`src/rtl/midi_spi_pkg.sv`:
```
// rtl/midi_spi_pkg.sv - frame constants and FSM states for the SPI voice-command transmitter
package midi_spi_pkg;
  localparam logic [7:0] NOTEON        = 8'h90;
  localparam logic [7:0] NOTEOFF       = 8'h80;
  localparam logic [2:0] NOTEON_BYTES  = 3'd4;
  localparam logic [2:0] NOTEOFF_BYTES = 3'd2;

  typedef enum logic [1:0] {IDLE, SHIFT, GAP, FINISH} state_t;

  // Index of the final byte in a frame; the byte counter never goes past it.
  function automatic logic [1:0] last_index(input logic note_on);
    logic [2:0] n;
    n = note_on ? NOTEON_BYTES : NOTEOFF_BYTES;
    return 2'(n - 3'd1);
  endfunction
endpackage

```
`src/rtl/spi_byte_shifter.sv`:
```
// rtl/spi_byte_shifter.sv - mode-0 MSB-first byte serializer, sclk and mosi straight from flops
module spi_byte_shifter #(
  parameter int CLK_DIV = 4
) (
  input  logic       clk,
  input  logic       reset,
  input  logic       start,
  input  logic [7:0] data,
  output logic       sclk,
  output logic       mosi,
  output logic       byte_done
);
  localparam int DW = $clog2(CLK_DIV) + 1;
  localparam logic [DW-1:0] RELOAD = DW'(CLK_DIV - 1);

  logic [DW-1:0] div_cnt;
  logic [2:0]    bit_cnt;
  logic [6:0]    shreg;
  logic          active;

  // High during the final cycle of the last high half-period, so the caller can chain with no gap.
  assign byte_done = active && sclk && (div_cnt == '0) && (bit_cnt == 3'd0);

  always_ff @(posedge clk or posedge reset) begin
    if (reset) begin
      sclk    <= 1'b0;
      mosi    <= 1'b0;
      active  <= 1'b0;
      div_cnt <= '0;
      bit_cnt <= 3'd0;
      shreg   <= 7'd0;
    end else if (start) begin
      active  <= 1'b1;
      sclk    <= 1'b0;
      mosi    <= data[7];
      shreg   <= data[6:0];
      bit_cnt <= 3'd7;
      div_cnt <= RELOAD;
    end else if (active) begin
      if (div_cnt == '0) begin
        div_cnt <= RELOAD;
        sclk    <= ~sclk;
        if (sclk) begin
          if (bit_cnt == 3'd0) begin
            active <= 1'b0;
          end else begin
            bit_cnt <= bit_cnt - 3'd1;
            mosi    <= shreg[6];
            shreg   <= {shreg[5:0], 1'b0};
          end
        end
      end else begin
        div_cnt <= div_cnt - 1'b1;
      end
    end
  end
endmodule

```
`src/rtl/spi_voice_cmd_tx.sv`:
```
// rtl/spi_voice_cmd_tx.sv - SPI master framing note-on/note-off voice commands with inter-byte gaps
module spi_voice_cmd_tx
  import midi_spi_pkg::*;
#(
  parameter int CLK_DIV    = 4,
  parameter int GAP_CYCLES = 8
) (
  input  logic       i_clk,
  input  logic       i_reset,
  input  logic       i_cmd_valid,
  output logic       o_cmd_ready,
  input  logic       i_cmd_note_on,
  input  logic [7:0] i_cmd_voice_index,
  input  logic [6:0] i_cmd_midi_note,
  input  logic [6:0] i_cmd_velocity,
  output logic       o_SPI_sclk,
  output logic       o_SPI_mosi,
  output logic       o_SPI_cs_n,
  output logic       o_busy,
  output logic       o_done
);
  localparam int GW = (GAP_CYCLES > 1) ? $clog2(GAP_CYCLES) : 1;

  state_t        state;
  logic [7:0]    frame [4];
  logic [1:0]    byte_cnt;
  logic          note_on_q;
  logic [GW-1:0] gap_cnt;
  logic          byte_end, accept, advance, last_byte, start;
  logic [7:0]    start_data;

  assign accept     = (state == IDLE) && i_cmd_valid;
  assign last_byte  = (byte_cnt == last_index(note_on_q));
  assign advance    = ((state == SHIFT) && byte_end && (GAP_CYCLES == 0)) ||
                      ((state == GAP) && (gap_cnt == '0));
  assign start      = accept || (advance && !last_byte);
  // The header byte comes straight from the command so it reaches mosi one cycle after acceptance.
  assign start_data = accept ? (i_cmd_note_on ? NOTEON : NOTEOFF) : frame[byte_cnt + 2'd1];
  assign o_busy     = ~o_cmd_ready;

  spi_byte_shifter #(.CLK_DIV(CLK_DIV)) u_shifter (
    .clk       (i_clk),
    .reset     (i_reset),
    .start     (start),
    .data      (start_data),
    .sclk      (o_SPI_sclk),
    .mosi      (o_SPI_mosi),
    .byte_done (byte_end)
  );

  always_ff @(posedge i_clk or posedge i_reset) begin
    if (i_reset) begin
      state       <= IDLE;
      o_cmd_ready <= 1'b1;
      o_SPI_cs_n  <= 1'b1;
      o_done      <= 1'b0;
      byte_cnt    <= 2'd0;
      gap_cnt     <= '0;
      note_on_q   <= 1'b0;
      for (int i = 0; i < 4; i++) frame[i] <= 8'd0;
    end else begin
      o_done <= 1'b0;
      case (state)
        IDLE: begin
          if (i_cmd_valid) begin
            frame[0]    <= i_cmd_note_on ? NOTEON : NOTEOFF;
            frame[1]    <= i_cmd_voice_index;
            frame[2]    <= {1'b0, i_cmd_midi_note};
            frame[3]    <= {1'b0, i_cmd_velocity};
            note_on_q   <= i_cmd_note_on;
            byte_cnt    <= 2'd0;
            o_cmd_ready <= 1'b0;
            o_SPI_cs_n  <= 1'b0;
            state       <= SHIFT;
          end
        end
        SHIFT: begin
          if (byte_end) begin
            if (GAP_CYCLES != 0) begin
              gap_cnt <= GW'(GAP_CYCLES - 1);
              state   <= GAP;
            end else if (last_byte) begin
              o_done     <= 1'b1;
              o_SPI_cs_n <= 1'b1;
              state      <= FINISH;
            end else begin
              byte_cnt <= byte_cnt + 2'd1;
            end
          end
        end
        GAP: begin
          if (gap_cnt == '0) begin
            if (last_byte) begin
              o_done     <= 1'b1;
              o_SPI_cs_n <= 1'b1;
              state      <= FINISH;
            end else begin
              byte_cnt <= byte_cnt + 2'd1;
              state    <= SHIFT;
            end
          end else begin
            gap_cnt <= gap_cnt - 1'b1;
          end
        end
        FINISH: begin
          o_cmd_ready <= 1'b1;
          state       <= IDLE;
        end
        default: state <= IDLE;
      endcase
    end
  end
endmodule
```
`config.mk`:
```
export PLATFORM = sky130hd
export DESIGN_NAME = spi_voice_cmd_tx
export DESIGN_NICKNAME = d
export VERILOG_FILES = /design/src/rtl/midi_spi_pkg.sv /design/src/rtl/spi_byte_shifter.sv /design/src/rtl/spi_voice_cmd_tx.sv
export SDC_FILE = /design/constraint.sdc
export NUM_CORES = 1
export LEC_CHECK = 0
export CAP_MARGIN = 20
export CORE_UTILIZATION = 25
export DETAILED_ROUTE_END_ITERATION = 12
export GPL_TIMING_DRIVEN = 0
export PLACE_DENSITY = 0.54
export RECOVER_POWER = 100
export SYNTH_ARGS = -nofsm -noshare
export SYNTH_HDL_FRONTEND = slang
export SYNTH_HIERARCHICAL = 1
export SYNTH_SLANG_ARGS = --single-unit
export TNS_END_PERCENT = 30
```
`constraint.sdc`:
```
create_clock -name i_clk -period 1.9 [get_ports i_clk]
set_input_delay 0.38 -clock i_clk [delete_from_list [all_inputs] [get_ports i_clk]]
set_output_delay 0.38 -clock i_clk [all_outputs]
set_load 0.01 [all_outputs]
```
After elaboration in Yosys (flattened, before gate mapping)
Index checks and enable logic that the tools add are counted.
Cells by class
  shift-type cells: 0
  multiplexer cells: 52
  bitwise logic cells: 3
  reductions and logical operators: 26
  multipliers: 0
  div/mod/pow operators: 0
  order comparisons: 1
  add/sub/neg operators: 5
  eq/ne operators: 11
Operators by type and width (count)
  2-to-1 mux 7 bit: 5
  2-to-1 mux 3 bit: 10
  2-to-1 mux 8 bit: 3
  2-to-1 mux 1 bit: 19
  binary-select mux 8 bit (select 2 bit): 1
  2-to-1 mux 2 bit: 8
  != test 2 bit (second input constant): 6
  AND reduction 4 bit: 3
  nonzero test 2 bit: 6
  logical NOT 3 bit: 3
  subtractor 3 x 1 -> 3 bit (second input constant): 3
  one-hot mux 2 bit (4 select lines): 1
  logical AND 1 bit: 6
  one-hot mux 3 bit (2 select lines): 1
  AND reduction 2 bit: 3
  AND reduction 3 bit: 2
  2-to-1 mux 5 bit: 1
  equality test 2 bit (second input constant): 2
  one-hot mux 1 bit (2 select lines): 2
  one-hot mux 2 bit (2 select lines): 1
  >= comparator 3 bit (second input constant): 1
  NOT 2 -> 3 bit: 1
  adder 2 x 1 -> 2 bit (second input constant): 1
  equality test 2 x 1 -> 1 bit (second input constant): 1
  7 further kinds: 8
Word-level totals
  latch bits: 0
  register bits: 57
  memory bits (writable): 0
  memories: 0
  output and inout bits: 6
  bits of input ports: 26
  bits in read-only memories: 0
  logic and storage cells: 115

Longest topological paths before layout
  depth in word-level cells: 8
  gate-level depth with buffers: 8
  mapped depth without buffers: 8

By module
The synthesis kept the hierarchy.
Modules (own cells, without submodules)
  spi_voice_cmd_tx: area an instance 1665.3 um^2, times used 1, cells each 139, seq. area each 853.3 um^2
  spi_byte_shifter: area an instance 853.3 um^2, times used 1, cells each 87, seq. area each 400.4 um^2

Least setup slack after synthesis
OpenSTA, ideal clock, no wires.
  path kind: register to register
  start point: reg gap_cnt[0]
  end point: reg u_shifter.bit_cnt[1]
  period minus slack after synthesis: 1.794 ns
  arrival time: 1.638 ns
  cell stages (with the launch flop): 9
  path slack: 0.106 ns
  path buffers: 1
  required time: 1.744 ns
  library setup time: 0.156 ns
  path through: dfrtp_1 > inv_1 > ha_1 > nand4bb_1 > a21oi_1 > or2_2 > inv_1 > clkbuf_1 > o311ai_0
Between the ends
  longest elaborated chain between the ends: 6
  elaborated cells between the ends (all ways): 10
  those cells by class: 1 x eq/ne; 1 x mux; 8 x reduce/logical
RTL lines
  from (decl): line spi_voice_cmd_tx.sv:28  | logic [GW-1:0] gap_cnt;
  from (signal assigned): line spi_voice_cmd_tx.sv:80  | gap_cnt <= GW'(GAP_CYCLES - 1);
  from (signal assigned): line spi_voice_cmd_tx.sv:102  | gap_cnt <= gap_cnt - 1'b1;
  logical NOT 3 bit *: line spi_voice_cmd_tx.sv:35  | ((state == GAP) && (gap_cnt == '0));
  logical AND 1 bit *: line spi_voice_cmd_tx.sv:35
  logical AND 1 bit *: line spi_voice_cmd_tx.sv:36  | assign start = accept || (advance && !last_byte);
  logical OR 1 bit *: line spi_voice_cmd_tx.sv:36
  via start: line spi_voice_cmd_tx.sv:29  | logic byte_end, accept, advance, last_byte, start;
  != test 2 bit (no source line) / nonzero test 2 bit (equally long branches)
  AND reduction 4 bit (no source line)
  to (signal assigned): line spi_byte_shifter.sv:47  | bit_cnt <= bit_cnt - 3'd1;
  to (decl): line spi_byte_shifter.sv:17  | logic [2:0] bit_cnt;
The timed path passes the listed nets; every way through them passes the cells marked *.
A chain may end at the register's enable or synchronous reset.

Worst setup path after layout
  start point: in i_cmd_valid
  end point: reg u_shifter.bit_cnt[1]
Between the ends
  longest elaborated chain between the ends: 4
  elaborated cells between the ends (all ways): 8
  those cells by class: 1 x eq/ne; 1 x mux; 6 x reduce/logical
RTL lines
  from (decl): line spi_voice_cmd_tx.sv:10  | input logic i_cmd_valid,
  logical AND 1 bit *: line spi_voice_cmd_tx.sv:32  | assign accept = (state == IDLE) && i_cmd_valid;
  logical OR 1 bit *: line spi_voice_cmd_tx.sv:36
  via start: line spi_voice_cmd_tx.sv:29
  != test 2 bit (no source line) / nonzero test 2 bit (equally long branches)
  AND reduction 4 bit (no source line)
Marked as above.

==> results_dict.tcl <==
set metrics [dict create \
    hold_path.class "reg2reg" \
    max_stage_delay_ns 0.47 \
    grt_max_degree 24 \
    syn_to_final_growth_pct 25.1 \
    reg2reg_depth 8 \
    ys.flop_type "dfrtp_1" \
    syn_area_um2 2520 \
    hold_viol 0 \
    critPathKind "in2reg" \
    clockRootBuffer "clkbuf_8" \
    power.density_nw_per_um2 856 \
    drive_above_1_share 0.212 \
    numCtsBuffers 5 \
    syn-num-nets 258 \
    drtPass1Iterations 4 \
    setup_viol 0 \
    clk_pin_slew_ns 0.09 \
    nets 300 \
    period_needed_ns 1.85 \
    yosysMostFrequentCell "dfrtp_1" \
    cap_violations 0 \
    synthTopCellsByCount "dfrtp_1, mux2_2, o21ai_0, nor2_1, a2bb2oi_1" \
    skew_ns 0.00849 \
    wire_per_inst_um 13.5 \
    cts_sinks 50 \
    cts_hold_buf 0 \
    place_congestion 0.749 \
    ios 32 \
    status "finished clean" \
    synth.distinct_cells 43 \
    min_path_cells 1 \
    die_area_um2 10500 \
    synth_area_per_cell_um2 11.1 \
    synth_warnings 6 \
    vias_per_cell 4.58 \
    r2r_slack_ns 0.10 \
    cp_slowest_cell "clkdlybuf4s50_1" \
    grt_overflow 0 \
    synth_cells 226 \
    die_h_um 102 \
    antenna_found_initial 0 \
    period_share 0.974 \
    cts_tree "yes" \
    cp.required_ns 2.07 \
    leakage_nw 1.34 \
    yosys.area.top_type_share 0.477 \
    wl_um 5430 \
    ir_drop_v 0.000347 \
    grt_usage 0.114 \
    drcViolationCount 0 \
    ant_nets 0 \
    final_max_slew_viol_count 0 \
    synth_edf_count 0 \
    tns_ns 0 \
    worstSkewPairLatency_ns 0.30 \
    initial_utilization 0.258 \
    fmax_ghz 0.541 \
    rr_endpoint "u_shifter/bit_cnt[1]" \
    portBuffers 31 \
    synth_area_leaders "dfrtp_1, mux2_2, a2bb2oi_1" \
    first_iter_violations 99 \
    yosys.area.top_type "dfrtp_1" \
    whs_endpoint "frame[31]" \
    vias 1842 \
    core_um2 9770 \
    start_kind "primary input" \
    synth.yosys.seq_area_share 0.498 \
    cp-end-kind "flip-flop" \
    synthArstFlopShare 1.00 \
    fp.dieW_um 102 \
    grt_pass1_wl_um 9190 \
    htree_levels 2 \
    cp.arrival_ns 2.02 \
    dp_hpwl_um 3840 \
    grt_pass1_vias 1856 \
    num_rows 36 \
    ys_ff_latch 50 \
    cp_cell_sequence "clkdlybuf4s50_1 -> nor3b_4 -> buf_2 -> or2_2 -> inv_1 -> buf_4 -> o311ai_0" \
    min_from "frame[31]" \
    timing.rr.start "gap_cnt[0]" \
    clockBufferDepth 2 \
    n_antenna_cell 0 \
    total_power_mw 2.70 \
    crit_fanout 10 \
    worstMarginPinSlew_ns 0.652 \
    relSlewSlack 0.565 \
]
[layout by cell type, fill, tap and decap left out, drive strengths merged, types with 2 or more instances in the layout]
cell,n
nand2,6
nor2b,4
o21ai,20
buf,13
clkbuf,13
dfstp,2
inv,11
clkdlybuf4s50,27
nand4b,3
and3,3
a31oi,8
nand2b,6
a2bb2oi,12
o22ai,2
nor2,17
a21o,2
ha,6
a21oi,7
dlygate4sd3,4
dfrtp,48
mux2i,8
or2,3
o211ai,2
mux2,24
nand3,3
[stage by stage]
stage | cell area, um^2 | setup slack [ns] | hold WS (ns) | instances | util
after global placement | 3000 | -0.645 | 0.453 | 390 | 0.306
after floorplan | 2520 | 0.106 | 0.294 | 226 | -
after global routing | 3150 | -0.0107 | 0.508 | 402 | 0.322
final | 3150 | 0.0503 | 0.485 | 402 | 0.322
after CTS | 3160 | 0.0255 | 0.483 | 401 | 0.323
after detailed placement | 3020 | -0.677 | 0.466 | 391 | 0.309
[metal layers]
metal / wire length, um / vias up / global-route usage
li1: - / 893 / -
met1: 2680 / 917 / 0.155
met2: 2530 / 27 / 0.180
met3: 172 / 5 / 0.0274
met4: 55 / 0 / 0.0319
met5: 0 / - / 0
[report_power, final]
group	internal [mW]	switching [mW]	total, mW	leakage, nW
combinational	0.310	0.273	0.582	0.692
sequential	1.25	0.115	1.36	0.597
clock	0.395	0.356	0.751	0.0524
[registers in the layout, summed over array words and instances, names as in the netlist, 2 cells and up]
name,count
u_shifter/bit_cnt,3
byte_cnt,2
state,2
gap_cnt,3
frame,24
u_shifter/div_cnt,3
u_shifter/shreg,7
[area by class of cell]
class	instances	area, um^2
Sequential cell	50	1250
Tap cell	133	166
Buffer	15	91.3
Clock inverter	1	30.0
Multi-Input combinational cell	150	1150
Clock buffer	7	76.3
Timing Repair Buffer	35	338
Inverter	11	41.3
Fill cell	1012	6620
[how the worst max path moves through the flow]
stage,end,slack (ns),cells after the start,from
3_5_place_dp,u_shifter/bit_cnt[1],-0.68,7,i_cmd_valid
4_1_cts,u_shifter/shreg[2],0.03,7,i_cmd_valid
6_report,u_shifter/bit_cnt[1],0.05,7,i_cmd_valid
2_1_floorplan,u_shifter/bit_cnt[1],0.11,8,gap_cnt[0]
3_3_place_gp,u_shifter/shreg[2],-0.65,7,i_cmd_valid
5_1_grt,u_shifter/bit_cnt[1],-0.01,8,gap_cnt[0]
[cell families after synthesis]
group	count (synthesis)	synth area share
and+or+nand+nor	51	0.117
xor gates and xnor gates	2	0.00696
adders and majority gates	6	0.0298
muxes	33	0.148
buffers and inverters	26	0.0507
DFF	50	0.498
AOI/OAI and AO/OA	58	0.150
[critical path: cells and delay by family]
| family | cells | cell delay (ns) |
|---|---|---|
| buf+inv | 4 | 0.95 |
| simple gates | 2 | 0.54 |
| compound gates | 1 | 0.15 |
[what timing repair did]
action	CTS	global route
setup endpoints to repair	16	12
pin swaps	0	0
buffers inserted	2	1
gates resized for setup	4	7
Power figures use the tool's default switching activity.
